===== src/rtl/adc_cfg_seq_if.sv =====
// Slow-control / serializer bundle for the ADC config sequencer.
// master: request side (INIT/SINGLE/SEL_ADR/ABORT); slave: sequencer.
interface adc_cfg_seq_if #(
  parameter int ADR_W = 5
);
  logic             INIT;
  logic             SINGLE;
  logic [ADR_W-1:0] SEL_ADR;
  logic             ABORT;
  logic [ADR_W-1:0] ADR;
  logic             LOAD;
  logic             SCKEN;
  logic             SHEN;
  logic             DONE;
  logic             BUSY;
  logic             ERR;

  modport master (
    output INIT,
    output SINGLE,
    output SEL_ADR,
    output ABORT,
    input  ADR,
    input  LOAD,
    input  SCKEN,
    input  SHEN,
    input  DONE,
    input  BUSY,
    input  ERR
  );

  modport slave (
    input  INIT,
    input  SINGLE,
    input  SEL_ADR,
    input  ABORT,
    output ADR,
    output LOAD,
    output SCKEN,
    output SHEN,
    output DONE,
    output BUSY,
    output ERR
  );
endinterface


===== src/rtl/adc_cfg_seq.sv =====
// ADC config sequencer: walks FIRST_ADDR..LAST_ADDR (or one SEL_ADR),
// issuing LOAD then a SHIFT_LEN-cycle SCKEN/SHEN window per word.
// Ports: CLK, RST (sync, active-high), bus (adc_cfg_seq_if.slave):
//   in  INIT, SINGLE, SEL_ADR, ABORT
//   out ADR, LOAD, SCKEN, SHEN, DONE, BUSY, ERR
// Optional: define ADC_CFG_SEQ_TMR_EN for triplicated, voted state.
module adc_cfg_seq #(
  parameter int               ADR_W      = 5,
  parameter logic [ADR_W-1:0] FIRST_ADDR = '0,
  parameter logic [ADR_W-1:0] LAST_ADDR  = ADR_W'(16),
  parameter int               SHIFT_LEN  = 46,
  parameter int               GAP_CYC    = 0
) (
  input logic          CLK,
  input logic          RST,
  adc_cfg_seq_if.slave bus
);

  localparam int SW = $clog2(SHIFT_LEN + 1);
  localparam int GW =
    (GAP_CYC > 0) ? $clog2(GAP_CYC + 1) : 1;

  localparam logic [SW-1:0] SH_LAST =
    SW'(SHIFT_LEN - 1);
  localparam logic [GW-1:0] GP_LAST =
    (GAP_CYC > 0) ? GW'(GAP_CYC - 1) : '0;

  typedef enum logic [2:0] {
    S_IDLE,
    S_START,
    S_SHIFT,
    S_GAP,
    S_INCR,
    S_LOAD,
    S_END,
    S_DONE
  } st_e;

  // Every piece of state lives in one packed word so the
  // redundant build can vote it with a single expression.
  typedef struct packed {
    st_e              st;
    logic [SW-1:0]    cnt;
    logic [GW-1:0]    gcnt;
    logic [ADR_W-1:0] adr;
    logic             single;
    logic             lock;
    logic             load;
    logic             scken;
    logic             shen;
    logic             done;
    logic             busy;
    logic             err;
  } reg_t;

  reg_t w_cur;
  reg_t w_nxt;
  logic w_in_rng;

  assign w_in_rng =
    (int'(bus.SEL_ADR) >= int'(FIRST_ADDR)) &&
    (int'(bus.SEL_ADR) <= int'(LAST_ADDR));

`ifdef ADC_CFG_SEQ_TMR_EN
  (* preserve, keep *) reg_t r_cp [3];

  always_comb begin
    w_cur = reg_t'((r_cp[0] & r_cp[1]) |
                   (r_cp[0] & r_cp[2]) |
                   (r_cp[1] & r_cp[2]));
  end

  always_ff @(posedge CLK) begin
    for (int i = 0; i < 3; i++) begin
      if (RST) begin
        r_cp[i] <= '0;
      end else begin
        r_cp[i] <= w_nxt;
      end
    end
  end
`else
  reg_t r_q;

  always_comb begin
    w_cur = r_q;
  end

  always_ff @(posedge CLK) begin
    if (RST) begin
      r_q <= '0;
    end else begin
      r_q <= w_nxt;
    end
  end
`endif

  always_comb begin
    w_nxt     = w_cur;
    w_nxt.err = 1'b0;

    // busy is exactly the set of states where ABORT applies
    if (bus.ABORT && w_cur.busy) begin
      w_nxt.st  = S_IDLE;
      w_nxt.adr = '0;
    end else begin
      unique case (w_cur.st)
        S_IDLE: begin
          // lock holds off repeated ERR while SINGLE stays high
          w_nxt.lock = bus.SINGLE & w_cur.lock;
          if (bus.INIT) begin
            w_nxt.st     = S_START;
            w_nxt.adr    = FIRST_ADDR;
            w_nxt.single = 1'b0;
          end else if (bus.SINGLE && !w_cur.lock) begin
            if (w_in_rng) begin
              w_nxt.st     = S_START;
              w_nxt.adr    = bus.SEL_ADR;
              w_nxt.single = 1'b1;
            end else begin
              w_nxt.err  = 1'b1;
              w_nxt.lock = 1'b1;
            end
          end
        end
        S_START: begin
          w_nxt.st  = S_SHIFT;
          w_nxt.cnt = '0;
        end
        S_SHIFT: begin
          w_nxt.cnt = w_cur.cnt + SW'(1);
          if (w_cur.cnt == SH_LAST) begin
            if (w_cur.single ||
                w_cur.adr == LAST_ADDR) begin
              w_nxt.st = S_END;
            end else if (GAP_CYC > 0) begin
              w_nxt.st   = S_GAP;
              w_nxt.gcnt = '0;
            end else begin
              w_nxt.st = S_INCR;
            end
          end
        end
        S_GAP: begin
          w_nxt.gcnt = w_cur.gcnt + GW'(1);
          if (w_cur.gcnt == GP_LAST) begin
            w_nxt.st = S_INCR;
          end
        end
        S_INCR: begin
          w_nxt.st  = S_LOAD;
          w_nxt.adr = w_cur.adr + ADR_W'(1);
        end
        S_LOAD: begin
          w_nxt.st  = S_SHIFT;
          w_nxt.cnt = '0;
        end
        S_END: begin
          w_nxt.st  = S_DONE;
          w_nxt.adr = '0;
        end
        S_DONE: begin
          if (!bus.INIT && !bus.SINGLE) begin
            w_nxt.st = S_IDLE;
          end
        end
        default: begin
          w_nxt.st  = S_IDLE;
          w_nxt.adr = '0;
        end
      endcase
    end

    // outputs follow the state being entered
    w_nxt.load  = (w_nxt.st == S_START) ||
                  (w_nxt.st == S_LOAD);
    w_nxt.scken = (w_nxt.st == S_START) ||
                  (w_nxt.st == S_SHIFT) ||
                  (w_nxt.st == S_INCR)  ||
                  (w_nxt.st == S_LOAD)  ||
                  (w_nxt.st == S_END);
    w_nxt.shen  = (w_nxt.st == S_SHIFT) ||
                  (w_nxt.st == S_INCR)  ||
                  (w_nxt.st == S_LOAD);
    w_nxt.done  = (w_nxt.st == S_DONE);
    w_nxt.busy  = (w_nxt.st != S_IDLE) &&
                  (w_nxt.st != S_DONE);
  end

  assign bus.ADR   = w_cur.adr;
  assign bus.LOAD  = w_cur.load;
  assign bus.SCKEN = w_cur.scken;
  assign bus.SHEN  = w_cur.shen;
  assign bus.DONE  = w_cur.done;
  assign bus.BUSY  = w_cur.busy;
  assign bus.ERR   = w_cur.err;

endmodule


===== src/flat_wrapper.sv =====
// flat-port wrapper written by rule: the top's interface ports become plain ports
module adc_cfg_seq_flat 
#(
  parameter int               ADR_W      = 5,
  parameter logic [ADR_W-1:0] FIRST_ADDR = '0,
  parameter logic [ADR_W-1:0] LAST_ADDR  = ADR_W'(16),
  parameter int               SHIFT_LEN  = 46,
  parameter int               GAP_CYC    = 0
)
  (CLK, RST, bus_INIT, bus_SINGLE, bus_SEL_ADR, bus_ABORT, bus_ADR, bus_LOAD, bus_SCKEN, bus_SHEN, bus_DONE, bus_BUSY, bus_ERR);
  adc_cfg_seq_if #(.ADR_W(ADR_W)) bus_i ();
  input logic CLK;
  input logic RST;
  input wire logic [$bits(bus_i.INIT)-1:0] bus_INIT;
  input wire logic [$bits(bus_i.SINGLE)-1:0] bus_SINGLE;
  input wire logic [$bits(bus_i.SEL_ADR)-1:0] bus_SEL_ADR;
  input wire logic [$bits(bus_i.ABORT)-1:0] bus_ABORT;
  output wire logic [$bits(bus_i.ADR)-1:0] bus_ADR;
  output wire logic [$bits(bus_i.LOAD)-1:0] bus_LOAD;
  output wire logic [$bits(bus_i.SCKEN)-1:0] bus_SCKEN;
  output wire logic [$bits(bus_i.SHEN)-1:0] bus_SHEN;
  output wire logic [$bits(bus_i.DONE)-1:0] bus_DONE;
  output wire logic [$bits(bus_i.BUSY)-1:0] bus_BUSY;
  output wire logic [$bits(bus_i.ERR)-1:0] bus_ERR;
  assign bus_i.INIT = bus_INIT;
  assign bus_i.SINGLE = bus_SINGLE;
  assign bus_i.SEL_ADR = bus_SEL_ADR;
  assign bus_i.ABORT = bus_ABORT;
  assign bus_ADR = bus_i.ADR;
  assign bus_LOAD = bus_i.LOAD;
  assign bus_SCKEN = bus_i.SCKEN;
  assign bus_SHEN = bus_i.SHEN;
  assign bus_DONE = bus_i.DONE;
  assign bus_BUSY = bus_i.BUSY;
  assign bus_ERR = bus_i.ERR;
  adc_cfg_seq #(.ADR_W(ADR_W), .FIRST_ADDR(FIRST_ADDR), .LAST_ADDR(LAST_ADDR), .SHIFT_LEN(SHIFT_LEN), .GAP_CYC(GAP_CYC)) u_core (.CLK(CLK), .RST(RST), .bus(bus_i));
endmodule

===== config.mk =====
export PLATFORM = sky130hd
export DESIGN_NAME = adc_cfg_seq_flat
export DESIGN_NICKNAME = d
export VERILOG_FILES = /design/src/rtl/adc_cfg_seq_if.sv /design/src/rtl/adc_cfg_seq.sv /design/src/flat_wrapper.sv
export SDC_FILE = /design/constraint.sdc
export NUM_CORES = 1
export LEC_CHECK = 0
export CAP_MARGIN = 5
export CORE_MARGIN = 5
export CORE_UTILIZATION = 53
export CTS_CLUSTER_DIAMETER = 30
export DETAILED_ROUTE_END_ITERATION = 12
export HOLD_SLACK_MARGIN = 0.05
export PLACE_DENSITY = 0.85
export SYNTH_ARGS = -nofsm -noshare
export SYNTH_HDL_FRONTEND = slang
export SYNTH_SLANG_ARGS = --single-unit

===== constraint.sdc =====
create_clock -name CLK -period 1.8 [get_ports CLK]
set_input_delay 0.36 -clock CLK [delete_from_list [all_inputs] [get_ports CLK]]
set_output_delay 0.36 -clock CLK [all_outputs]
set_load 0.05 [all_outputs]

# Word-level counts from Yosys, hierarchy flattened
# Index checks and enable logic that the tools add are counted.
[word_totals]
word_cells = 84
rom_bits = 0
memories = 0
ramBits = 0
in_bits = 10
output_inout_bits = 11
reg_bits = 23
latchBits = 0
[op_classes]
n_reduce_logical = 29
muxes = 17
n_div = 0
n_eq_ne = 18
mul = 0
bitwise_logic = 4
shift = 0
n_addsub = 3
order_cmp = 1
[op_table]
columns = ["op", "n"]
rows = [
  ["$eq 3x3->1 const B", 8],
  ["$mux 3", 7],
  ["$pmux 3 s7", 1],
  ["$pmux 5 s3", 1],
  ["$mux 6", 2],
  ["$pmux 6 s2", 1],
  ["$eq 3x2->1 const B", 3],
  ["$logic_or 1x1->1", 8],
  ["$mux 7", 1],
  ["$add 6x1->6 const B", 1],
  ["$eq 3x1->1 const B", 2],
  ["$eq 6x6->1 const B", 1],
  ["$ne 3x2->1 const B", 2],
  ["$reduce_and 2->1", 3],
  ["$reduce_bool 2->1", 3],
  ["$reduce_bool 3->1", 2],
  ["$add 5x1->5 const B", 1],
  ["$eq 5x5->1 const B", 1],
  ["$le 5x5->1 const B", 1],
  ["$reduce_or 5->1", 1],
  ["$logic_and 1x1->1", 4],
  ["$reduce_and 4->1", 1],
  ["$reduce_or 2->1", 2],
  ["$logic_not 1->1", 3],
  ["8 further kinds", 12],
]

# Logic depth before layout (Yosys ltp)
# Gate-level depths: netlist (run 1).
[depth]
depth_word = 11
ltp_mapped = 7
mapped_depth_nobuf = 7

# Worst setup path after synthesis (run 1)
# OpenSTA, ideal clock, no wires.
[synth_timing]
path_kind = "reg2reg"
startpoint = "register u_core.r_q (netlist bit u_core.bus.BUSY)"
endpoint = "register u_core.r_q (netlist bit u_core.bus.BUSY)"
path_stages_with_launch = 6
slack_ns = 0.119
n_path_buf = 0
required_time_ns = 1.659
setup_time_ns = 0.141
arrival_ns = 1.541
path_cell_list = "dfxtp_1 -> nand2_1 -> nand2_1 -> and3b_1 -> nor4_2 -> a311oi_1"
[synth_via]
elab_chain_cells = 4
[synth_lines]
columns = ["element", "line_no", "source"]
rows = [
  ["start: declaration", "adc_cfg_seq.sv:83", "reg_t r_q;"],
  ["start signal: assignment", "adc_cfg_seq.sv:93", "r_q <= w_nxt;"],
  ["$logic_and 1x1->1 *", "adc_cfg_seq.sv:103", "if (bus.ABORT && w_cur.busy) begin"],
  ["$mux 3 *", "adc_cfg_seq.sv:103", ""],
  ["$ne 3x3->1 / $reduce_bool 3->1 (equally long branches)", "adc_cfg_seq.sv:187, adc_cfg_seq.sv:186", ""],
  ["$logic_and 1x1->1 *", "adc_cfg_seq.sv:186", "w_nxt.busy = (w_nxt.st != S_IDLE) &&"],
]
# Every way passes the cells marked *; elsewhere a longest branch is shown, timed or not.
# A chain may end at the register's enable or synchronous reset.

# Worst setup path after layout (run 1)
[layout_timing]
startpoint = "input port bus_INIT"
endpoint = "register u_core.r_q[7] in the netlist's numbering"
[layout_via]
elab_chain_cells = 2
[layout_lines]
columns = ["element", "line_no", "source"]
rows = [
  ["start: declaration", "flat_wrapper.sv:14", "input wire logic [$bits(bus_i.INIT)-1:0] bus_INIT;"],
  ["$reduce_bool 2->1 (no source line)", "n/a", ""],
  ["$reduce_and 4->1 (no source line)", "n/a", ""],
]
# Several ways; a longest one is shown, not always the timed one.

==> out/results.ini, run 1 <==
[floorplan]
start_util=0.547
die_area_um2=3640
dieHeight_um=60.4
die_w_um=60.4
io_pins=21
core_um2=2450
rows=18

[synth]
synth_top_area_share=0.343
synthFlopType=dfxtp_1
synth_nets=172
synth_area_per_cell_um2=8.50
async_flop_share=0
synth_seq_cells=23
syn_area_um2=1340
synthCells=158
synth_area_leader_cell=dfxtp_1
synth_seq_area_share=0.343
synth-edff-count=0
yosysUniqueCellTypes=45
synth_warnings=0
yosys-top-cells-area=dfxtp_1, nor2_1, a21oi_1

[cts]
clkLatencyLatePin_ps=320
cts.sinks=23
clk_pin_slew_ps=130
cts_buffers=3
cts_root_buf=clkbuf_4
cts_tree=done
cts_hold_buf=0
cts_max_level=1
clockBufferDepth=2

[place]
dp_slack_ps=-368
dp_hpwl_um=2720
io_buffers=20
gp_congestion=0.924

[cells_and_area]
multi_input_area_um2=856
fillerInstances=165
layout_common_cells=buf_4, dfxtp_1, nor2_1
final_common_cell=buf_4
area_growth_pct=35.2
drive_gt1_frac=0.313
diodes=0
final_nets=216
regArea_um2=464

[setup_path]
worstSetupPathType=in2reg
required_ps=2080
crit_path_start_kind=primary input
worst-path-max-fanout=5
reg2regPathDepth=6
reg2reg_to=u_core.bus.SCKEN$_SDFF_PP0_
cp.arrival_ps=2030
end_kind=flop
rrSetupSlack_ps=40
rr_startpoint=u_core.bus.ADR[0]$_SDFFE_PP0P_

[route]
firstDrtPassIters=4
final_antenna_net_count=0
viasPerCell=5.91
totalWireLength_um=3720
drc=0
drt_iter0_drc=58
vias=1366
drt-wirelength-per-cell_um=16.1

[power_and_ir_drop]
swShare=0.478
p_comb_frac=0.659
p_switching_mw=1.44
leakage_nw=0.790
internal_power_mw=1.57
p_clk_frac=0.083
seqPwrFrac=0.258
vdd_drop_max_v=0.00122
total_power_mw=3.02
power_per_cell_area_nw_per_um2=1660

[worst_hold_path]
hold_path_depth=3
hold_class=in2reg
hold_end=u_core.bus.ADR[0]$_SDFFE_PP0P_
hp-start=bus_SEL_ADR[0]

[timing]
min_period_over_period=0.977
setup_viol=0
rsz0062_at_grt=true
min_period_ps=1760
drv_slew=0
timing.final.hold_violations=0
clock_skew_ps=1.54
fmax_mhz=569
relSlewSlack=0.724
setup_slack_ps=42.2
tightest_slew_ps=411

[grt]
grt_pass1_vias=1331
grt_max_degree=15
grt_pass1_wl_um=5600
overflow=0
antenna_found_initial=0
grt_usage=0.204

[flow_run]
max_cap_viol_count=0

[run_status]
status=finished clean

==> cell usage after synthesis (2+ instances only) <==
library cell  number
nand2b_1           4
nor2b_1            3
nand4_1            2
or2b_1             2
or3b_1             2
a211oi_1           4
a221oi_1           4
buf_4              5
nor3b_1            2
inv_1              7
buf_2              4
a21o_1             2
xnor2_1            4
nor4_2             2
dfxtp_1           23
xor2_1             3
nor2_1            19
nand2_1           13
ha_1               4
o21ai_0            4
nand3_1            6
nor3_1             5
a21oi_1           12
==> stage by stage <==
| stage | area [µm²] | instances | TNS [ps] | hold slack, ps | utilization |
|---|---|---|---|---|---|
| CTS | 1740 | 230 | -42.4 | 529 | 0.707 |
| finish | 1820 | 231 | 0 | 497 | 0.740 |
| global route | 1820 | 231 | -136 | 526 | 0.740 |
| floorplan | 1340 | 158 | 0 | 441 | - |
| global placement | 1700 | 226 | -2910 | 482 | 0.694 |
| detailed placement | 1700 | 226 | -3830 | 493 | 0.694 |
==> what timing repair did <==
action,in CTS,in global routing
pin swaps,0,10
setup endpoints to repair,5,10
resized for setup,1,19
setup buffers,0,1
==> critical path, cell delays in order <==
cell             delay, ps
clkdlybuf4s50_1        480
and4bb_2               300
nor4_4                 460
nor4b_4                280
o21a_1                 160
==> cells by family after synthesis <==
| family | synth area share |
|---|---|
| simple gates | 0.299 |
| fa+ha+maj | 0.0372 |
| compound gates | 0.210 |
| xor+xnor | 0.0456 |
| buf+inv | 0.0652 |
| flops | 0.343 |
==> final cells by class <==
cell class	count	area share
clock buffers	3	0.0124
inverters	7	0.0145
well taps	30	0.0207
multi-input cells	118	0.471
clock inverters	1	0.00413
repair buffers	49	0.222
flip-flops and latches	23	0.256
==> power groups by stage <==
stage                     logic (mW)  registers (mW)  clock network, mW
after floorplan                 1.11           0.867                  0
after global placement          1.74           0.756                  0
after detailed placement        1.81           0.766                  0
after CTS                       1.83           0.756              0.262
after global routing            2.11           0.791              0.278
final                           1.99           0.777              0.251
==> layer usage <==
| metal | vias up | wire length (µm) | GRT usage |
|---|---|---|---|
| met4 | 0 | 94 | 0.0791 |
| met1 | 647 | 1490 | 0.237 |
| met2 | 54 | 1850 | 0.352 |
| met3 | 16 | 283 | 0.0617 |
| met5 | - | 0 | 0 |
| li1 | 649 | - | - |
==> registers in the layout, summed over array words and instances, names as in the netlist <==
signal            count
u_core.bus.ERR        1
u_core.r_q           12
u_core.bus.BUSY       1
u_core.bus.SHEN       1
u_core.bus.SCKEN      1
u_core.bus.LOAD       1
u_core.bus.ADR        5
u_core.bus.DONE       1
==> worst max-delay path by stage <==
stage,slack [ps],start,end
2_1_floorplan,120,u_core.bus.BUSY$_SDFF_PP0_,u_core.bus.BUSY$_SDFF_PP0_
3_3_place_gp,-290,bus_SINGLE,u_core.bus.ADR[0]$_SDFFE_PP0P_
3_5_place_dp,-370,bus_SINGLE,u_core.bus.ADR[1]$_SDFFE_PP0P_
4_1_cts,-30,bus_SEL_ADR[0],u_core.r_q[7]$_SDFFE_PP0P_
5_1_grt,-40,u_core.r_q[20]$_SDFF_PP0_,u_core.r_q[7]$_SDFFE_PP0P_
6_report,40,bus_INIT,u_core.r_q[7]$_SDFFE_PP0P_
No activity file was read; power rests on OpenSTA's default activity.
==> inputs of run 2 (changes only) <==
--- a/config.mk
+++ b/config.mk
@@ -9,7 +9,9 @@
 export CORE_MARGIN = 5
 export CORE_UTILIZATION = 53
 export CTS_CLUSTER_DIAMETER = 30
+export CTS_CLUSTER_SIZE = 20
 export DETAILED_ROUTE_END_ITERATION = 12
+export GPL_TIMING_DRIVEN = 0
 export HOLD_SLACK_MARGIN = 0.05
 export PLACE_DENSITY = 0.85
 export SYNTH_ARGS = -nofsm -noshare
==> out/results.ini, run 2 (same netlist as run 1, synthesis figures left out) <==
[power_and_ir_drop]
total_power_mw=2.97  ; -1.4%
p_switching_mw=1.45  ; +0.91%
leakage_nw=0.734  ; -7.1%
swShare=0.489  ; +0.0112
internal_power_mw=1.52  ; -3.5%
p_clk_frac=0.082  ; about the same
vdd_drop_max_v=0.00130  ; +6.3%
power_per_cell_area_nw_per_um2=1670  ; +0.61%
p_comb_frac=0.666  ; +0.007
seqPwrFrac=0.253  ; -0.005

[cts]
cts_buffers=3  ; unchanged
cts_hold_buf=0  ; unchanged
clkLatencyLatePin_ps=310  ; about the same
cts_root_buf=clkbuf_4
clockBufferDepth=2  ; unchanged
cts.sinks=23  ; unchanged
cts_max_level=1  ; unchanged
clk_pin_slew_ps=130  ; about the same
cts_tree=done

[route]
firstDrtPassIters=4  ; unchanged
viasPerCell=5.97  ; +1.0%
drc=0  ; unchanged
vias=1302  ; -4.7%
drt_iter0_drc=58  ; unchanged
drt-wirelength-per-cell_um=16.1  ; about the same
final_antenna_net_count=0  ; unchanged
totalWireLength_um=3510  ; -5.6%

[grt]
grt_usage=0.207  ; +0.00264
overflow=0  ; unchanged
grt_pass1_wl_um=5700  ; +1.9%
antenna_found_initial=0  ; unchanged
grt_max_degree=14  ; -1
grt_pass1_vias=1268  ; -4.7%

[setup_path]
cp_top_family=simple AND/OR/NAND/NOR gates
cp.arrival_ps=2050  ; +20 ps
worstPathCellList=buf_4 -> and4bb_4 -> o21ai_0 -> and3b_2 -> nor4b_2 -> o21a_1
end_kind=flop
crit_path_start_kind=flop
path_depth=6  ; +1
critPathMaxStageDelay_ps=380  ; -100 ps
crit_buf_inv=1  ; unchanged
required_ps=2070  ; about the same
reg2regPathDepth=6  ; unchanged
worstSetupPathType=reg2reg
worst_path_max_delay_cell=dfxtp_2
worst-path-max-fanout=10  ; +5

[cells_and_area]
largest-register=u_core.r_q
final_cells=218  ; -5.6%
layout_common_cells=nor2_1, dfxtp_1, buf_4
diodes=0  ; unchanged
largest_reg_flops=12  ; unchanged
drive_gt1_frac=0.277  ; -0.0368
final_util=0.725  ; -0.0148
fillerInstances=178  ; +7.9%
final_nets=203  ; -6.0%
area_growth_pct=32.5
final_cell_area_um2=1780  ; -2.0%

[timing]
min_period_ps=1780  ; +17.4 ps
tightest_slew_ps=546  ; +134 ps
relSlewSlack=0.633  ; -0.0907
clock_skew_ps=3.65  ; +2.11 ps
setup_slack_ps=24.8  ; -17.4 ps
hold_slack_ps=408  ; -88.7 ps
drv_slew=0  ; unchanged
setup_viol=0  ; unchanged
tns_ps=0  ; unchanged
min_period_over_period=0.986  ; +0.00966
fmax_mhz=563  ; -0.98%
rsz0062_at_grt=true
timing.final.hold_violations=0  ; unchanged

[floorplan]
die_w_um=60.4  ; unchanged
start_util=0.547  ; unchanged
io_pins=21  ; unchanged
dieHeight_um=60.4  ; unchanged
die_area_um2=3640  ; unchanged
core_um2=2450  ; unchanged
rows=18  ; unchanged

[flow_run]
max_cap_viol_count=0  ; unchanged

[worst_hold_path]
hold_path_depth=2  ; -1
hold_class=in2reg

[place]
dp_slack_ps=-619  ; -252 ps
io_buffers=19  ; -5.0%
place_inst=207  ; -8.4%
dp_hpwl_um=2300  ; -16%
gp_congestion=0.876  ; -5.2%
place_area_um2=1570  ; -7.7%

[run_status]
status=finished clean

## run 2: cell types whose count changed in the layout (fill, tap and decap cells not counted), moves of 2 or more
cell,before,now
dlygate4sd2_1,0,11
dlymetal6s2s_1,5,1
nor4_4,1,3
nor4_2,2,0
clkbuf_2,0,2
buf_4,40,15
## run 2: per-layer routing
| metal | wire [µm] | part of all wire | vias up | global-route usage |
|---|---|---|---|---|
| li1 | - | - | 621 | - |
| met1 | 1490 | 0.43 | 604 | 0.256 |
| met2 | 1660 | 0.47 | 62 | 0.343 |
| met3 | 221 | 0.063 | 15 | 0.0426 |
| met4 | 130 | 0.037 | 0 | 0.101 |
| met5 | 0 | 0 | - | 0 |
## run 2: power by group through the flow
stage	Combinational [mW]	Sequential, mW	Clock [mW]
after floorplan	1.11	0.867	0
after global placement	1.59	0.733	0
after detailed placement	1.62	0.742	0
after CTS	1.82	0.734	0.245
after global routing	2.13	0.767	0.279
final	1.98	0.751	0.243
## run 2: repair_timing
action | CTS | global route
resized for setup | 25 | 33
pin swaps | 7 | 12
endpoints found under the setup margin | 21 | 16
buffers inserted | 8 | 0
## run 2: cell type report
cell class                 instances  area [µm²]  area share
sequential                        23         468       0.263
tap                               30        37.5      0.0211
timing repair buffer              27         230       0.129
inverter                           7        26.3      0.0148
buffer                             9        63.8      0.0358
clock buffer                       3        22.5      0.0126
multi-input combinational        118         927       0.521
clock inverter                     1        5.00     0.00281
## run 2: final timing paths
path / start / to / slack [ps]
min reg2reg: u_core.r_q[7]$_SDFFE_PP0P_ / u_core.r_q[7]$_SDFFE_PP0P_ / 520
max reg2reg: u_core.r_q[20]$_SDFF_PP0_ / u_core.r_q[7]$_SDFFE_PP0P_ / 20
max: u_core.r_q[20]$_SDFF_PP0_ / u_core.r_q[7]$_SDFFE_PP0P_ / 20
min: RST / u_core.r_q[14]$_SDFFE_PP0P_ / 410
